--- src/rtl/muldiv_seq.sv ---
// HI/LO owner and multiply/divide sequencer for the execute stage.
// Drives an external fixed-latency multiplier and the iterative div core, stalling until commit.
module muldiv_seq #(
    parameter int MUL_LAT = 2
) (
    input  logic        clk,
    input  logic        rst,
    input  logic        op_valid,
    input  logic [2:0]  op,
    input  logic [31:0] src1,
    input  logic [31:0] src2,
    input  logic        flush,
    output logic        stall_o,
    output logic [31:0] mf_data,
    output logic        mf_valid,
    output logic [31:0] hi,
    output logic [31:0] lo,
    output logic        busy,
    output logic [31:0] mul_a,
    output logic [31:0] mul_b,
    output logic        mul_signed,
    input  logic [63:0] mul_result,
    output logic [31:0] div_opa,
    output logic [31:0] div_opb,
    output logic        div_signed,
    output logic        div_start,
    output logic        div_annul,
    input  logic [63:0] div_result,
    input  logic        div_ready
);

    localparam logic [2:0] OP_MULT  = 3'd0;
    localparam logic [2:0] OP_MULTU = 3'd1;
    localparam logic [2:0] OP_DIV   = 3'd2;
    localparam logic [2:0] OP_DIVU  = 3'd3;
    localparam logic [2:0] OP_MTHI  = 3'd4;
    localparam logic [2:0] OP_MTLO  = 3'd5;
    localparam logic [2:0] OP_MFHI  = 3'd6;
    localparam logic [2:0] OP_MFLO  = 3'd7;

    localparam logic [2:0] CNT_LOAD = 3'(MUL_LAT - 1);

    typedef enum logic [1:0] {
        S_IDLE,
        S_MUL_WAIT,
        S_DIV_WAIT
    } state_t;

    state_t      r_state;
    state_t      w_state_nxt;
    logic [2:0]  r_cnt;
    logic [2:0]  w_cnt_nxt;

    logic [31:0] r_hi;
    logic [31:0] r_lo;
    logic [31:0] r_mul_a;
    logic [31:0] r_mul_b;
    logic        r_mul_signed;
    logic [31:0] r_div_opa;
    logic [31:0] r_div_opb;
    logic        r_div_signed;

    logic        w_mul_load;
    logic        w_div_load;
    logic        w_hi_we;
    logic        w_lo_we;
    logic [31:0] w_hi_nxt;
    logic [31:0] w_lo_nxt;

    always_comb begin
        w_state_nxt = r_state;
        w_cnt_nxt   = r_cnt;
        w_mul_load  = 1'b0;
        w_div_load  = 1'b0;
        w_hi_we     = 1'b0;
        w_lo_we     = 1'b0;
        w_hi_nxt    = r_hi;
        w_lo_nxt    = r_lo;
        stall_o     = 1'b0;
        mf_data     = 32'd0;
        mf_valid    = 1'b0;
        div_start   = 1'b0;
        div_annul   = 1'b0;

        // Combinational outputs stay quiet while reset is held.
        if (!rst) begin
            case (r_state)
                S_IDLE: begin
                    if (op_valid && !flush) begin
                        case (op)
                            OP_MULT, OP_MULTU: begin
                                w_mul_load  = 1'b1;
                                w_cnt_nxt   = CNT_LOAD;
                                w_state_nxt = S_MUL_WAIT;
                                stall_o     = 1'b1;
                            end
                            OP_DIV, OP_DIVU: begin
                                // A zero divisor is dropped: HI/LO keep their values.
                                if (src2 != 32'd0) begin
                                    w_div_load  = 1'b1;
                                    w_state_nxt = S_DIV_WAIT;
                                    stall_o     = 1'b1;
                                end
                            end
                            OP_MTHI: begin
                                w_hi_we  = 1'b1;
                                w_hi_nxt = src1;
                            end
                            OP_MTLO: begin
                                w_lo_we  = 1'b1;
                                w_lo_nxt = src1;
                            end
                            OP_MFHI: begin
                                mf_data  = r_hi;
                                mf_valid = 1'b1;
                            end
                            OP_MFLO: begin
                                mf_data  = r_lo;
                                mf_valid = 1'b1;
                            end
                            default: ;
                        endcase
                    end
                end
                S_MUL_WAIT: begin
                    stall_o = (r_cnt != 3'd0);
                    if (flush) begin
                        w_cnt_nxt   = 3'd0;
                        w_state_nxt = S_IDLE;
                    end else if (r_cnt == 3'd0) begin
                        w_hi_we     = 1'b1;
                        w_lo_we     = 1'b1;
                        w_hi_nxt    = mul_result[63:32];
                        w_lo_nxt    = mul_result[31:0];
                        w_state_nxt = S_IDLE;
                    end else begin
                        w_cnt_nxt = r_cnt - 3'd1;
                    end
                end
                S_DIV_WAIT: begin
                    if (flush) begin
                        div_annul   = 1'b1;
                        w_state_nxt = S_IDLE;
                    end else begin
                        div_start = 1'b1;
                        if (div_ready) begin
                            w_hi_we     = 1'b1;
                            w_lo_we     = 1'b1;
                            w_hi_nxt    = div_result[63:32];
                            w_lo_nxt    = div_result[31:0];
                            w_state_nxt = S_IDLE;
                        end else begin
                            stall_o = 1'b1;
                        end
                    end
                end
                default: w_state_nxt = S_IDLE;
            endcase
        end
    end

    always_ff @(posedge clk) begin
        if (rst) begin
            r_state      <= S_IDLE;
            r_cnt        <= 3'd0;
            r_hi         <= 32'd0;
            r_lo         <= 32'd0;
            r_mul_a      <= 32'd0;
            r_mul_b      <= 32'd0;
            r_mul_signed <= 1'b0;
            r_div_opa    <= 32'd0;
            r_div_opb    <= 32'd0;
            r_div_signed <= 1'b0;
        end else begin
            r_state <= w_state_nxt;
            r_cnt   <= w_cnt_nxt;
            if (w_hi_we) r_hi <= w_hi_nxt;
            if (w_lo_we) r_lo <= w_lo_nxt;
            if (w_mul_load) begin
                r_mul_a      <= src1;
                r_mul_b      <= src2;
                r_mul_signed <= (op == OP_MULT);
            end
            if (w_div_load) begin
                r_div_opa    <= src1;
                r_div_opb    <= src2;
                r_div_signed <= (op == OP_DIV);
            end
        end
    end

    assign hi         = r_hi;
    assign lo         = r_lo;
    assign busy       = (r_state != S_IDLE);
    assign mul_a      = r_mul_a;
    assign mul_b      = r_mul_b;
    assign mul_signed = r_mul_signed;
    assign div_opa    = r_div_opa;
    assign div_opb    = r_div_opb;
    assign div_signed = r_div_signed;

endmodule

--- config.mk ---
export PLATFORM = sky130hd
export DESIGN_NAME = muldiv_seq
export DESIGN_NICKNAME = d
export VERILOG_FILES = /design/src/rtl/muldiv_seq.sv
export SDC_FILE = /design/constraint.sdc
export NUM_CORES = 1
export LEC_CHECK = 0
export ABC_AREA = 0
export BUFFER_PORTS_ARGS = -buffer_cell sky130_fd_sc_hd__buf_4
export CAP_MARGIN = 30
export CORE_UTILIZATION = 30
export CTS_BUF_LIST = sky130_fd_sc_hd__clkbuf_4 sky130_fd_sc_hd__clkbuf_8 sky130_fd_sc_hd__clkbuf_16
export DETAILED_ROUTE_END_ITERATION = 8
export PLACE_DENSITY_LB_ADDON = 0.3
export REMOVE_ABC_BUFFERS = 1
export SLEW_MARGIN = 20
export SYNTH_ARGS = -nofsm -noshare
export SYNTH_HDL_FRONTEND = slang
export SYNTH_SLANG_ARGS = --single-unit
--- constraint.sdc ---
create_clock -name clk -period 3.47 [get_ports clk]
set_input_delay 0.5205 -clock clk [delete_from_list [all_inputs] [get_ports clk]]
set_output_delay 0.5205 -clock clk [all_outputs]
set_load 0.01 [all_outputs]
==> qor.csv, run 1 <==
metric,value,unit
synth_seq_cells,199,
yosys_warnings,0,
fin_skew,0.0244,ns
startpoint_type,flip-flop,
num-nets-final,1718,
power_frac_clock,0.374,
hold_viol,0,
yosys.area_share.adder,0.00774,
rr_startpoint,r_state[0],
path_clk_slew,0.09,ns
synth.area.mux_share,0.133,
insertedDiodeCount,0,
root_buffer,clkbuf_16,
gp_congestion,0.805,
die_area,33000,um^2
netlist_top_cells_area,"dfxtp_1 41%, mux2i_1 13%, nand2b_1 13%, a22oi_1 7.5%, nand2_1 7.4%",
ios,431,
start_util,0.306,
path_class,reg2out,
clk_latency,0.45,ns
wl_per_cell,18.1,um
maxCapViolations,0,
clk_path_buf_depth,2,
cts-hold-fix-buffers,0,
power_density,394,nW/um^2
cts_tree,done,
p_switching,1600,uW
ys_seq_area_frac,0.411,
wl_met2,17200,um
syn_to_final_growth,42.4,%
internal-power,3840,uW
rows,65,
post_drt_via_cell_ratio,4.87,
cts-resized-gates,0,
ir_drop,0.322,mV
status,"complete, no violations",
period_needed,3.10,ns
critPathRequiredTime,2.95,ns
syn_area,9700,um^2
die_h,182,um
startpoint,r_state[0],
synth_edf_count,0,
ys.flop_type,dfxtp_1,
pwr-share-seq,0.436,
synth_commonest_cells,"199 x dfxtp_1, 195 x nand2b_1, 192 x nand2_1, 127 x mux2i_1, 97 x a22oi_1",
drt-initial-drc-count,471,
route.detailed.drc,0,
drive_above_1_share,0.322,
crit_fanout,44,
power_leakage,0.00590,uW
top_layer_used,met4,
grt_pass1_vias,9188,
fin_util,0.437,
met1_length,14600,um
fmax,323,MHz
synthCells,1148,
p_sw_frac,0.294,
combPwrFrac,0.190,
die_w,182,um
grt_antenna_before_repair,0,
finalSetupViolCount,0,
grt.overflow.total,0,
synth_area_per_cell,8.45,um^2
setup_tns,0,ns
synth.most_common_cell,dfxtp_1,
cts_max_level,4,
worst_ep_arrival_time,2.58,ns
synth_xor_area_frac,0,
tightest_slew,0.950,ns
finalCritPeriodShare,0.893,
maxSlewViolCount,0,
rsz0062_at_grt,false,
holdPathStages,2,
final_cell_area,13800,um^2
critPathCaptureType,output pin,
relSlewSlack,0.367,
grt_max_degree,261,
synth.top_cell.area_share,0.411,
dr.pass1.iters,5,
hpwl,24800,um
vias,9386,
synth_area_leader_cell,dfxtp_1,
clock_sinks,199,
track_usage,0.205,
cts_buffers,17,
placed_area,13200,um^2
synth_top_family_by_area,simple AND/OR/NAND/NOR gates,
core_area,31600,um^2
fillers,3135,
ys_types,44,
rr_worst_depth,8,
grt_pass1_wl,52600,um
wl_met3,2760,um
hold_class,in2reg,
yosys.area_share.simple,0.238,
postRouteAntennaNets,0,
postCtsSetupRepairBufs,0,
ys_async_sr_fraction,0,
io_buffers,430,
synth_compound_area_frac,0.159,
power.total,5450,uW
drt-total-wl,34900,um
hold_start,rst,
==> logic make-up (layout without fill, tap and decap cells) <==
| group | count (synthesis) | in the layout |
|---|---|---|
| adders and majority gates | 6 | 6 |
| DFF | 199 | 199 |
| buffers and inverters | 106 | 483 |
| and+or+nand+nor | 458 | 458 |
| AOI/OAI and AO/OA | 250 | 250 |
| muxes | 129 | 129 |
==> sequential cells by signal, summed over array words and instances (netlist names) <==
signal and flops:
mul_a 32, r_cnt 3, r_state 2, mul_b 32, div_opb 32, div_signed 1, hi 32, div_opa 32
mul_signed 1, lo 32
==> metal layers <==
metal  up-vias  GRT usage
met1      4404      0.238
li1       4640          -
met4         0     0.0532
met2       320      0.362
met5         -          0
met3        22     0.0646
==> cell usage in the layout, fill, tap and decap left out, drive strengths merged, types with 4 or more instances in the layout <==
master	synthesis	layout
a22oi	97	97
mux2i	127	127
nand2b	195	195
nand2	192	192
nor4	8	8
buf	42	444
nor3b	4	4
clkbuf	57	18
inv	7	14
ha	6	6
clkinv	0	4
nor2	40	40
o21ai	69	69
dfxtp	199	199
a21oi	70	70
==> through the flow <==
stage	cells	hold WS [ns]	setup slack, ns
final	1927	0.299	0.373
after global routing	1927	0.283	0.188
after CTS	1927	0.279	0.122
after detailed placement	1895	0.447	0.426
after global placement	1893	0.442	0.485
after floorplan	1049	0.444	-0.652
==> worst max-delay path, stage by stage (launching register included) <==
cell and delay, ns:
dfxtp_1 0.35, inv_1 0.16, ha_4 0.43, buf_4 0.50
nand2b_1 0.13, o21ai_0 0.22, o31a_1 0.16, buf_4 0.13
==> worst paths after layout <==
path / to / slack [ns]
worst max register to register: div_opb[14] / 0.61
worst max-delay path: stall_o / 0.37
worst min-delay path: mul_a[2] / 0.30
worst min register to register: mul_b[8] / 0.46
==> power groups by stage <==
stage               Clock (uW)  Combinational [uW]  Sequential (uW)
finish                    2040                1030             2380
global route              2200                1130             2380
CTS                       2110                1040             2380
detailed placement           0                1040             2430
global placement             0                1020             2430
floorplan                    0                 498             2450
==> area by class of cell <==
cell class | count | area [um^2] | share of cell area
multi-input cells | 843 | 5300 | 0.384
flip-flops and latches | 199 | 3980 | 0.288
repair buffers | 444 | 3420 | 0.248
well taps | 402 | 503 | 0.0364
clock buffers | 18 | 439 | 0.0318
clock inverters | 14 | 138 | 0.00997
inverters | 7 | 26.3 | 0.00190
Note: power is estimated with default switching activity, not from simulation.
==> run 2: changes to the inputs <==
--- a/config.mk
+++ b/config.mk
@@ -8,9 +8,10 @@
 export ABC_AREA = 0
 export BUFFER_PORTS_ARGS = -buffer_cell sky130_fd_sc_hd__buf_4
 export CAP_MARGIN = 30
-export CORE_UTILIZATION = 30
+export CORE_AREA = 2 2 167 169
 export CTS_BUF_LIST = sky130_fd_sc_hd__clkbuf_4 sky130_fd_sc_hd__clkbuf_8 sky130_fd_sc_hd__clkbuf_16
 export DETAILED_ROUTE_END_ITERATION = 8
+export DIE_AREA = 0 0 169 171
 export PLACE_DENSITY_LB_ADDON = 0.3
 export REMOVE_ABC_BUFFERS = 1
 export SLEW_MARGIN = 20
==> qor.csv, run 2 (synthesized netlist as in run 1, its figures left out) <==
metric,value,unit,change
status,"complete, no violations",,
clk_path_buf_depth,2,,unchanged
clock_sinks,199,,unchanged
cts-hold-fix-buffers,0,,unchanged
grt_antenna_before_repair,1,,+1
core_area,27300,um^2,-14%
fin_util,0.503,,+0.0662
cts_max_level,4,,unchanged
relSlewSlack,0.417,,+0.0502
fmax,305,MHz,-5.6%
vias,9379,,-0.075%
holdPathStages,2,,unchanged
drive_above_1_share,0.322,,unchanged
drt-total-wl,34000,um,-2.7%
drt-initial-drc-count,455,,-3.4%
hold_class,in2reg,,
route.detailed.drc,0,,unchanged
mostFrequentLayoutCell,buf_4,,
cts-resized-gates,0,,unchanged
fin_ws,0.191,ns,-0.182 ns
start_util,0.355,,+0.0484
finalCritPeriodShare,0.945,,+0.0525
root_buffer,clkbuf_16,,
die_w,169,um,-7.0%
grt_max_degree,203,,-22%
worst_ep_arrival_time,2.76,ns,+0.18 ns
maxCapViolations,0,,unchanged
hold_start,op[0],,
grt.overflow.total,0,,unchanged
post-place-ws,0.583,ns,+0.157 ns
reg2reg_slack,0.74,ns,+0.13 ns
hold_viol,0,,unchanged
period_needed,3.28,ns,+0.182 ns
ir_drop,0.317,mV,-1.4%
grt_pass1_wl,50000,um,-4.9%
wl_per_cell,18.2,um,+0.19%
syn_to_final_growth,41.7,%,
layout_common_cells,"440 x buf_4, 199 x dfxtp_1, 195 x nand2b_1",,
multi_input_area,5290,um^2,-0.26%
crit_fanout,40,,-9.1%
fin_skew,0.0190,ns,-0.00539 ns
io_buffers,430,,unchanged
rr_worst_depth,7,,-1
postRouteAntennaNets,0,,unchanged
power_density,404,nW/um^2,+2.4%
insertedDiodeCount,0,,unchanged
die_h,171,um,-5.9%
die_area,28900,um^2,-13%
power_leakage,0.00591,uW,+0.11%
track_usage,0.222,,+0.0166
ios,431,,unchanged
tightest_slew,0.875,ns,-0.0752 ns
whs_endpoint,mul_signed,,
setup_tns,0,ns,unchanged
rows,61,,-6.2%
gp_congestion,0.826,,+2.6%
startpoint_type,flip-flop,,
path_clk_slew,0.09,ns,about the same
r2r-end,hi[8],,
seq_area,3980,um^2,unchanged
grt_pass1_vias,8870,,-3.5%
critPathRequiredTime,2.95,ns,about the same
maxSlewViolCount,0,,unchanged
finalSetupViolCount,0,,unchanged
num-nets-final,1718,,unchanged
rsz0062_at_grt,false,,
clk_latency,0.43,ns,-0.02 ns
dr.pass1.iters,5,,unchanged
postCtsSetupRepairBufs,0,,unchanged
post_drt_via_cell_ratio,5.01,,+2.9%
rr_startpoint,r_state[0],,
cts_tree,done,,
cts_buffers,17,,unchanged
hpwl,24100,um,-3.0%
path_class,reg2out,,
critPathCaptureType,output pin,,
fillers,2643,,-16%
run 2: cell count changes in the layout (fill, tap and decap cells not counted), sizes merged:
cell	delta
clkbuf	-1
clkinv	+2
bufinv	+1
clkinvlp	-2
run 2: final cells by class:
cell class / instances / area share
clock buffer: 17 / 0.0310
multi-input combinational: 843 / 0.385
tap: 346 / 0.0315
clock inverter: 15 / 0.0149
inverter: 7 / 0.00191
timing repair buffer: 444 / 0.246
sequential: 199 / 0.290
run 2: layer usage:
layer,GRT usage,up-vias,share of wire
li1,-,4626,-
met4,0.0465,2,0.0094
met1,0.269,4405,0.42
met5,0,-,0.00038
met3,0.0576,22,0.074
met2,0.396,324,0.50
run 2: report_power, final:
part           internal [uW]  switching (uW)  leakage, uW
Clock                   1120            1030     0.000310
Combinational            465             558      0.00399
Sequential              2340            37.1      0.00161
run 2: stage by stage:
step | cells | hold WS, ns | total power [uW] | instance area, um^2
final | 1871 | 0.332 | 5540 | 13700
after global routing | 1871 | 0.328 | 5790 | 13700
after CTS | 1871 | 0.314 | 5590 | 13700
after detailed placement | 1839 | 0.447 | 3450 | 13100
after global placement | 1839 | 0.443 | 3440 | 13100
after floorplan | 1049 | 0.444 | 2940 | 9230
run 2: worst max-delay path by stage:
stage	end	start	slack [ns]
floorplan	hi[0]	r_state[1]	-0.65
global placement	mf_data[30]	flush	0.67
detailed placement	mf_data[30]	flush	0.58
CTS	mf_data[23]	r_state[0]	0.23
global route	mf_data[13]	r_state[0]	0.07
finish	stall_o	r_state[0]	0.19
run 2: critical path, stage by stage, from the launching register on:
cell	delay [ns]
dfxtp_1	0.35
inv_1	0.14
ha_2	0.66
buf_4	0.51
nand2b_1	0.13
o21ai_0	0.18
o31a_1	0.16
buf_4	0.12
